===== src/rtl/reg_file_pkg.sv =====
// reg_file_pkg: shared constants and types for the register file / rename table.
// Fallback values for the shared ROB defines are provided here so the slice
// also builds on its own; an earlier definition of the same macros wins.
// Optional feature macro used by this slice: REG_FILE_PERF_EN.
`ifndef ROB_WIDTH
`define ROB_WIDTH 4
`endif
`ifndef ROB_SIZE
`define ROB_SIZE 16
`endif
`ifndef REG_NUM
`define REG_NUM 32
`endif

package reg_file_pkg;
  localparam int XLEN        = 32;
  localparam int REG_ID_W    = 5;
  localparam int ROB_W_DEF   = `ROB_WIDTH;
  localparam int REG_NUM_DEF = `REG_NUM;

  // Where a search port takes its answer from.
  typedef enum logic [1:0] {
    SRC_ZERO   = 2'd0,  // x0
    SRC_BYPASS = 2'd1,  // producer is committing this very cycle
    SRC_ROB    = 2'd2,  // producer still in flight, report its tag
    SRC_ARCH   = 2'd3   // architectural value is current
  } src_kind_t;
endpackage


===== src/rtl/reg_file_if.sv =====
// reg_file_if: decoder issue, ROB commit/flush and search result bundle.
// master = decoder/ROB side, slave = register file.
interface reg_file_if
  import reg_file_pkg::*;
#(
  parameter int ROB_W = ROB_W_DEF
) ();
  logic                clear;
  logic                dec_ready;
  logic                dec_rename;
  logic [REG_ID_W-1:0] dec_rd;
  logic [ROB_W-1:0]    dec_rob_id;
  logic [REG_ID_W-1:0] dec_rs1;
  logic [REG_ID_W-1:0] dec_rs2;
  logic                commit_ready;
  logic [ROB_W-1:0]    commit_rob_id;
  logic [REG_ID_W-1:0] commit_reg_id;
  logic [XLEN-1:0]     commit_val;
  logic                search_has_dep_1;
  logic [ROB_W-1:0]    search_rob_id_1;
  logic [XLEN-1:0]     search_val_1;
  logic                search_has_dep_2;
  logic [ROB_W-1:0]    search_rob_id_2;
  logic [XLEN-1:0]     search_val_2;

  modport master (
    output clear, dec_ready, dec_rename, dec_rd, dec_rob_id, dec_rs1, dec_rs2,
    output commit_ready, commit_rob_id, commit_reg_id, commit_val,
    input  search_has_dep_1, search_rob_id_1, search_val_1,
    input  search_has_dep_2, search_rob_id_2, search_val_2
  );

  modport slave (
    input  clear, dec_ready, dec_rename, dec_rd, dec_rob_id, dec_rs1, dec_rs2,
    input  commit_ready, commit_rob_id, commit_reg_id, commit_val,
    output search_has_dep_1, search_rob_id_1, search_val_1,
    output search_has_dep_2, search_rob_id_2, search_val_2
  );
endinterface


===== src/rtl/reg_file.sv =====
// reg_file: architectural register file plus rename table.
// Two combinational search ports with commit bypass, commit write-back,
// rename on issue and full tag drop on flush. x0 is hard-wired to zero.
// Optional macro REG_FILE_PERF_EN adds commit_cnt / stall_dep_cnt counters.
module reg_file
  import reg_file_pkg::*;
#(
  parameter int REG_NUM = REG_NUM_DEF,
  parameter int ROB_W   = ROB_W_DEF
) (
  input  logic             clk_in,
  input  logic             rst_in,
  input  logic             rdy_in,
`ifdef REG_FILE_PERF_EN
  output logic [XLEN-1:0]  commit_cnt,
  output logic [XLEN-1:0]  stall_dep_cnt,
`endif
  reg_file_if.slave        bus
);

  // Read views of per-register state, indexable by register id.
  logic [XLEN-1:0]  w_val_arr [REG_NUM];
  logic             w_dep_arr [REG_NUM];
  logic [ROB_W-1:0] w_tag_arr [REG_NUM];

  logic [REG_ID_W-1:0] w_rs [2];
  assign w_rs[0] = bus.dec_rs1;
  assign w_rs[1] = bus.dec_rs2;

  genvar gi;

  // Per-register storage; x0 has no storage and reads as zero.
  for (gi = 0; gi < REG_NUM; gi++) begin : g_reg
    if (gi == 0) begin : g_zero
      assign w_val_arr[gi] = '0;
      assign w_dep_arr[gi] = 1'b0;
      assign w_tag_arr[gi] = '0;
    end else begin : g_live
      localparam logic [REG_ID_W-1:0] IDX = REG_ID_W'(gi);
      logic [XLEN-1:0]  r_val;
      logic             r_dep;
      logic [ROB_W-1:0] r_tag;
      logic             w_commit_hit;
      logic             w_rename_hit;

      assign w_commit_hit = bus.commit_ready && (bus.commit_reg_id == IDX);
      assign w_rename_hit = bus.dec_ready && bus.dec_rename && (bus.dec_rd == IDX);

      // Value write-back always lands; flush beats rename beats commit-clear.
      always_ff @(posedge clk_in or posedge rst_in) begin
        if (rst_in) begin
          r_val <= '0;
          r_dep <= 1'b0;
          r_tag <= '0;
        end else if (rdy_in) begin
          if (w_commit_hit) begin
            r_val <= bus.commit_val;
          end
          if (bus.clear) begin
            r_dep <= 1'b0;
          end else if (w_rename_hit) begin
            r_dep <= 1'b1;
            r_tag <= bus.dec_rob_id;
          end else if (w_commit_hit && r_dep && (r_tag == bus.commit_rob_id)) begin
            r_dep <= 1'b0;
          end
        end
      end

      assign w_val_arr[gi] = r_val;
      assign w_dep_arr[gi] = r_dep;
      assign w_tag_arr[gi] = r_tag;
    end
  end

  // Search mux, one instance per source port.
  for (gi = 0; gi < 2; gi++) begin : g_search
    src_kind_t        w_kind;
    logic             w_has_dep;
    logic [ROB_W-1:0] w_rob_id;
    logic [XLEN-1:0]  w_val;
    logic             w_dep;
    logic [ROB_W-1:0] w_tag;

    assign w_dep = w_dep_arr[w_rs[gi]];
    assign w_tag = w_tag_arr[w_rs[gi]];

    // Classify where the operand comes from; bypass needed since the ROB
    // releases the committing tag and can no longer resolve it.
    always_comb begin
      w_kind = SRC_ARCH;
      if (w_rs[gi] == '0) begin
        w_kind = SRC_ZERO;
      end else if (w_dep && bus.commit_ready && (w_tag == bus.commit_rob_id)) begin
        w_kind = SRC_BYPASS;
      end else if (w_dep) begin
        w_kind = SRC_ROB;
      end
    end

    // Drive the result fields from the classification.
    always_comb begin
      w_has_dep = 1'b0;
      w_rob_id  = '0;
      w_val     = '0;
      case (w_kind)
        SRC_BYPASS: w_val = bus.commit_val;
        SRC_ROB: begin
          w_has_dep = 1'b1;
          w_rob_id  = w_tag;
        end
        SRC_ARCH:   w_val = w_val_arr[w_rs[gi]];
        default:    w_val = '0;
      endcase
    end

    if (gi == 0) begin : g_port1
      assign bus.search_has_dep_1 = w_has_dep;
      assign bus.search_rob_id_1  = w_rob_id;
      assign bus.search_val_1     = w_val;
    end else begin : g_port2
      assign bus.search_has_dep_2 = w_has_dep;
      assign bus.search_rob_id_2  = w_rob_id;
      assign bus.search_val_2     = w_val;
    end
  end

`ifdef REG_FILE_PERF_EN
  logic [XLEN-1:0] r_commit_cnt;
  logic [XLEN-1:0] r_stall_dep_cnt;

  // Count commits (x0 included) and issue cycles that saw a pending operand.
  always_ff @(posedge clk_in or posedge rst_in) begin
    if (rst_in) begin
      r_commit_cnt    <= '0;
      r_stall_dep_cnt <= '0;
    end else if (rdy_in) begin
      if (bus.commit_ready) begin
        r_commit_cnt <= r_commit_cnt + 1'b1;
      end
      if (bus.dec_ready && (bus.search_has_dep_1 || bus.search_has_dep_2)) begin
        r_stall_dep_cnt <= r_stall_dep_cnt + 1'b1;
      end
    end
  end

  assign commit_cnt    = r_commit_cnt;
  assign stall_dep_cnt = r_stall_dep_cnt;
`endif

endmodule

===== src/flat_wrapper.sv =====
// flat-port wrapper written by rule: the top's interface ports become plain ports
module reg_file_flat import reg_file_pkg::*;
#(
  parameter int REG_NUM = REG_NUM_DEF,
  parameter int ROB_W   = ROB_W_DEF
)
  (clk_in, rst_in, rdy_in, bus_clear, bus_dec_ready, bus_dec_rename, bus_dec_rd, bus_dec_rob_id, bus_dec_rs1, bus_dec_rs2, bus_commit_ready, bus_commit_rob_id, bus_commit_reg_id, bus_commit_val, bus_search_has_dep_1, bus_search_rob_id_1, bus_search_val_1, bus_search_has_dep_2, bus_search_rob_id_2, bus_search_val_2);
  reg_file_if #(.ROB_W(ROB_W)) bus_i ();
  input  logic clk_in;
  input  logic rst_in;
  input  logic rdy_in;
  input wire logic [$bits(bus_i.clear)-1:0] bus_clear;
  input wire logic [$bits(bus_i.dec_ready)-1:0] bus_dec_ready;
  input wire logic [$bits(bus_i.dec_rename)-1:0] bus_dec_rename;
  input wire logic [$bits(bus_i.dec_rd)-1:0] bus_dec_rd;
  input wire logic [$bits(bus_i.dec_rob_id)-1:0] bus_dec_rob_id;
  input wire logic [$bits(bus_i.dec_rs1)-1:0] bus_dec_rs1;
  input wire logic [$bits(bus_i.dec_rs2)-1:0] bus_dec_rs2;
  input wire logic [$bits(bus_i.commit_ready)-1:0] bus_commit_ready;
  input wire logic [$bits(bus_i.commit_rob_id)-1:0] bus_commit_rob_id;
  input wire logic [$bits(bus_i.commit_reg_id)-1:0] bus_commit_reg_id;
  input wire logic [$bits(bus_i.commit_val)-1:0] bus_commit_val;
  output wire logic [$bits(bus_i.search_has_dep_1)-1:0] bus_search_has_dep_1;
  output wire logic [$bits(bus_i.search_rob_id_1)-1:0] bus_search_rob_id_1;
  output wire logic [$bits(bus_i.search_val_1)-1:0] bus_search_val_1;
  output wire logic [$bits(bus_i.search_has_dep_2)-1:0] bus_search_has_dep_2;
  output wire logic [$bits(bus_i.search_rob_id_2)-1:0] bus_search_rob_id_2;
  output wire logic [$bits(bus_i.search_val_2)-1:0] bus_search_val_2;
  assign bus_i.clear = bus_clear;
  assign bus_i.dec_ready = bus_dec_ready;
  assign bus_i.dec_rename = bus_dec_rename;
  assign bus_i.dec_rd = bus_dec_rd;
  assign bus_i.dec_rob_id = bus_dec_rob_id;
  assign bus_i.dec_rs1 = bus_dec_rs1;
  assign bus_i.dec_rs2 = bus_dec_rs2;
  assign bus_i.commit_ready = bus_commit_ready;
  assign bus_i.commit_rob_id = bus_commit_rob_id;
  assign bus_i.commit_reg_id = bus_commit_reg_id;
  assign bus_i.commit_val = bus_commit_val;
  assign bus_search_has_dep_1 = bus_i.search_has_dep_1;
  assign bus_search_rob_id_1 = bus_i.search_rob_id_1;
  assign bus_search_val_1 = bus_i.search_val_1;
  assign bus_search_has_dep_2 = bus_i.search_has_dep_2;
  assign bus_search_rob_id_2 = bus_i.search_rob_id_2;
  assign bus_search_val_2 = bus_i.search_val_2;
  reg_file #(.REG_NUM(REG_NUM), .ROB_W(ROB_W)) u_core (.clk_in(clk_in), .rst_in(rst_in), .rdy_in(rdy_in), .bus(bus_i));
endmodule

===== config.mk =====
export PLATFORM = sky130hd
export DESIGN_NAME = reg_file_flat
export DESIGN_NICKNAME = d
export VERILOG_FILES = /design/src/rtl/reg_file_pkg.sv /design/src/rtl/reg_file_if.sv /design/src/rtl/reg_file.sv /design/src/flat_wrapper.sv
export SDC_FILE = /design/constraint.sdc
export NUM_CORES = 2
export LEC_CHECK = 0
export CAP_MARGIN = 0
export CORE_UTILIZATION = 50
export DETAILED_ROUTE_END_ITERATION = 8
export PLACE_DENSITY = 0.66
export SETUP_SLACK_MARGIN = 0.02
export SLEW_MARGIN = 25
export SYNTH_ARGS = -nofsm -noshare
export SYNTH_HDL_FRONTEND = slang
export SYNTH_SLANG_ARGS = --single-unit
export TNS_END_PERCENT = 100

===== constraint.sdc =====
create_clock -name clk_in -period 44.9 [get_ports clk_in]
set_input_delay 8.98 -clock clk_in [delete_from_list [all_inputs] [get_ports clk_in]]
set_output_delay 8.98 -clock clk_in [all_outputs]
set_load 0.02 [all_outputs]

==> flow_summary_export.csv <==
group,metric,value,unit
run_status,status,"finished clean",
sta,worst_clock_skew,14.3,ps
clock_tree,clk_pin_slew_worst_paths,60,ps
floorplan,die_w,359,microns
synthesis,async_reset_ff_share,100,%
clock_tree,postCtsSetupRepairBufs,0,
global_routing,grt_pass1_vias,42300,
global_routing,grt_pass1_wl,303000,microns
power_and_ir_drop,vdd_drop_max,41.7,uV
sta,fmax,42.3,MHz
flow_run,cap_violations,0,
setup_path,cp_num_buf_inv,5,
finish,drive_gt1_share,49.2,%
sta,setup_viol,0,
sta,finalHoldViolCount,0,
place,dp_hpwl,115000,microns
route,drt_pass1_iterations,6,
sta,period_minus_slack,23620,ps
setup_path,setup.worst_path.class,"primary input to output port",
power_and_ir_drop,cellPowerDensity,39.7,nW/um^2
synthesis,syn_avg_cell_area,14.9,sq um
finish,layout_commonest_cell,"dfrtp_1",
clock_tree,holdBufCountCts,0,
finish,final_cell_mix,"dfrtp_1, mux2_2, mux4_2, nand2_1, mux2i_1",
worst_hold_path,hold_end,"u_core.g_reg[8].g_live.r_val[24]",
finish,layout.nets,4283,
setup_path,slowest_stage,"buf_4",
sta,fin_ws,21280,ps
sta,drv_slew,0,
setup_path,slowest_delay,880,ps
power_and_ir_drop,finalPower,2790,uW
setup_path,timing.rr.end,"u_core.g_reg[14].g_live.r_dep",
synthesis,synth-seq-cells,1147,
setup_path,cp.required,35920,ps
synthesis,ys_types,69,
floorplan,die_area,129000,sq um
clock_tree,cts-root-buf,"clkbuf_16",
setup_path,worstPathCellList,"buf_8 -> buf_4 -> buf_4 -> buf_4 -> mux4_2 -> mux4_2 -> mux2i_1 -> o22ai_1 -> clkdlybuf4s50_1",
worst_hold_path,min-delay-start,"u_core.g_reg[8].g_live.r_val[24]",
route,totalWireLength,206000,microns
setup_path,cp_top_family,"buffers and inverters",
place,gp_congestion,0.870,
sta,period_share,52.6,%
global_routing,grt_max_degree,156,
setup_path,crit_top_cell,"buf_4",
setup_path,arrival,14640,ps
sta,rsz0062_at_grt,"no",
synthesis,netlist_area,63600,sq um
clock_tree,clkSinkCount,1147,
place,pre_cts_slack,21160,ps
clock_tree,htree_levels,4,
synthesis,synth_enable_flop_cells,0,
route,dr.first_iter.drc_count,4699,
setup_path,critPathMaxFanout,62,
sta,worst_pin_slew,1200,ps
global_routing,grt_use_total,32.9,%
setup_path,cp-start-kind,"primary input",
floorplan,dieHeight,359,microns
floorplan,io_pins,141,
floorplan,rows,130,
route,ant_nets,0,
worst_hold_path,hp-class,"flop to flop",
global_routing,grt_overflow_total,0,
synthesis,syn_inst,4272,
sta,setup_tns,0,ps
floorplan,core_area,126000,sq um
clock_tree,cts_inserted_buffers,130,
route,vias,41400,
power_and_ir_drop,leakage,0.0307,uW
setup_path,r2r_cells,4,
synthesis,syn_nets,4339,
worst_hold_path,hold_depth,2,
synthesis,synth_warnings,0,
clock_tree,insertion_delay,770,ps
clock_tree,cts_tree,"done",
clock_tree,cts_resized,0,
route,wire_per_inst,34.6,microns
finish,fin_cells,5960,
sta,max_slew_margin,20.1,%
place,numPortBuffers,140,
place,placedCellCount,5733,
floorplan,start_util,50.5,%
setup_path,end_kind,"output port",
setup_path,r2r_setup_slack,43390,ps
synthesis,ys_seq_area_share,45.1,%
synthesis,synth_ff_type,"dfrtp_1",
route,route.detailed.drc,0,
route,post_drt_via_cell_ratio,6.95,
finish,area_growth,10.8,%
global_routing,antenna_found_initial,9,
clock_tree,clockBufferDepth,3,
setup_path,reg2reg_from,"u_core.g_reg[14].g_live.r_tag[0]",
sta,holdWs,503,ps
metrics by stage:
stage	instance area (sq um)	utilization [%]
after floorplan	63600	-
after global placement	66400	52.7
after detailed placement	66400	52.7
after CTS	70400	55.9
after global routing	70400	55.9
final	70400	56.0
worst max-delay path by stage:
stage	from	end	slack (ps)	cells past startpoint
after floorplan	rst_in	u_core.g_reg[10].g_live.r_dep	3620	1
after global placement	bus_dec_rs2[0]	bus_search_val_2[11]	21200	11
after detailed placement	bus_dec_rs2[0]	bus_search_val_2[14]	21160	11
after CTS	bus_dec_rs2[0]	bus_search_val_2[14]	21180	11
after global routing	bus_dec_rs1[0]	bus_search_val_1[27]	21050	9
final	bus_dec_rs1[0]	bus_search_val_1[27]	21280	9
where the power goes:
| group | total [uW] | switching [uW] | internal, uW |
|---|---|---|---|
| sequential | 1250 | 93.6 | 1160 |
| combinational | 510 | 229 | 280 |
| clock | 1030 | 440 | 592 |
| total | 2790 | 763 | 2030 |
cell usage after synthesis, drive strengths merged, types with 2 or more instances:
cell type / n / area share (%)
a31o: 12 / 0.17
or3b: 4 / 0.055
mux4: 643 / 23
or3: 5 / 0.049
o21ai: 123 / 0.97
nand4: 39 / 0.38
nor2b: 13 / 0.13
a21oi: 2 / 0.022
a22o: 4 / 0.055
xor2: 100 / 1.4
nand2: 195 / 1.2
nand3b: 4 / 0.047
mux2i: 145 / 2.3
nor4: 24 / 0.25
nand3: 34 / 0.27
nor3: 13 / 0.10
clkbuf: 298 / 1.8
a221oi: 4 / 0.055
a31oi: 4 / 0.039
a2111oi: 4 / 0.085
and3b: 2 / 0.028
and3: 6 / 0.059
or2: 4 / 0.039
a22oi: 8 / 0.094
dfrtp: 1147 / 45
nor3b: 3 / 0.035
nand2b: 7 / 0.069
o2bb2ai: 25 / 0.51
o22ai: 43 / 0.43
xnor2: 29 / 0.40
a311oi: 4 / 0.065
o211ai: 6 / 0.071
inv: 14 / 0.083
buf: 142 / 1.2
nor2: 59 / 0.35
or4: 3 / 0.035
a32o: 3 / 0.047
and2: 3 / 0.030
mux2: 1080 / 19
a32oi: 3 / 0.041
worst reg2reg max path: stages (launching register included):
cell and delay (ps):
dfrtp_1 450, xor2_1 190, nor4_1 400, nand2_1 90, a31o_2 280
registers in the layout, summed over array words and instances (netlist names):
| name | cells |
|---|---|
| u_core.g.g_live.r_val | 992 |
| u_core.g.g_live.r_tag | 124 |
| u_core.g.g_live.r_dep | 31 |
final cells by class:
class,instances,area (sq um)
multi-input combinational,2670,33300
inverter,15,70.1
fill,10100,55500
timing repair buffer,252,2290
sequential,1147,28700
antenna,1,2.50
clock buffer,195,3770
clock inverter,30,275
tap,1650,2060
kinds of logic after synthesis:
logic type | count (synthesis) | synth area share [%]
flip-flops | 1147 | 45.1
buffers and inverters | 455 | 3.02
AO/OA/AOI/OAI | 254 | 2.77
XOR/XNOR | 129 | 1.79
multiplexers | 1868 | 44.2
AND/OR/NAND/NOR | 419 | 3.09
routing by layer:
layer	up-vias	track usage [%]	share of wire, %
met5	-	0	0.034
met4	8	13.9	4.6
met3	488	8.37	9.4
met2	2160	49.1	45
met1	22400	46.0	41
li1	16400	-	-
(Power assumes the default switching activity.)
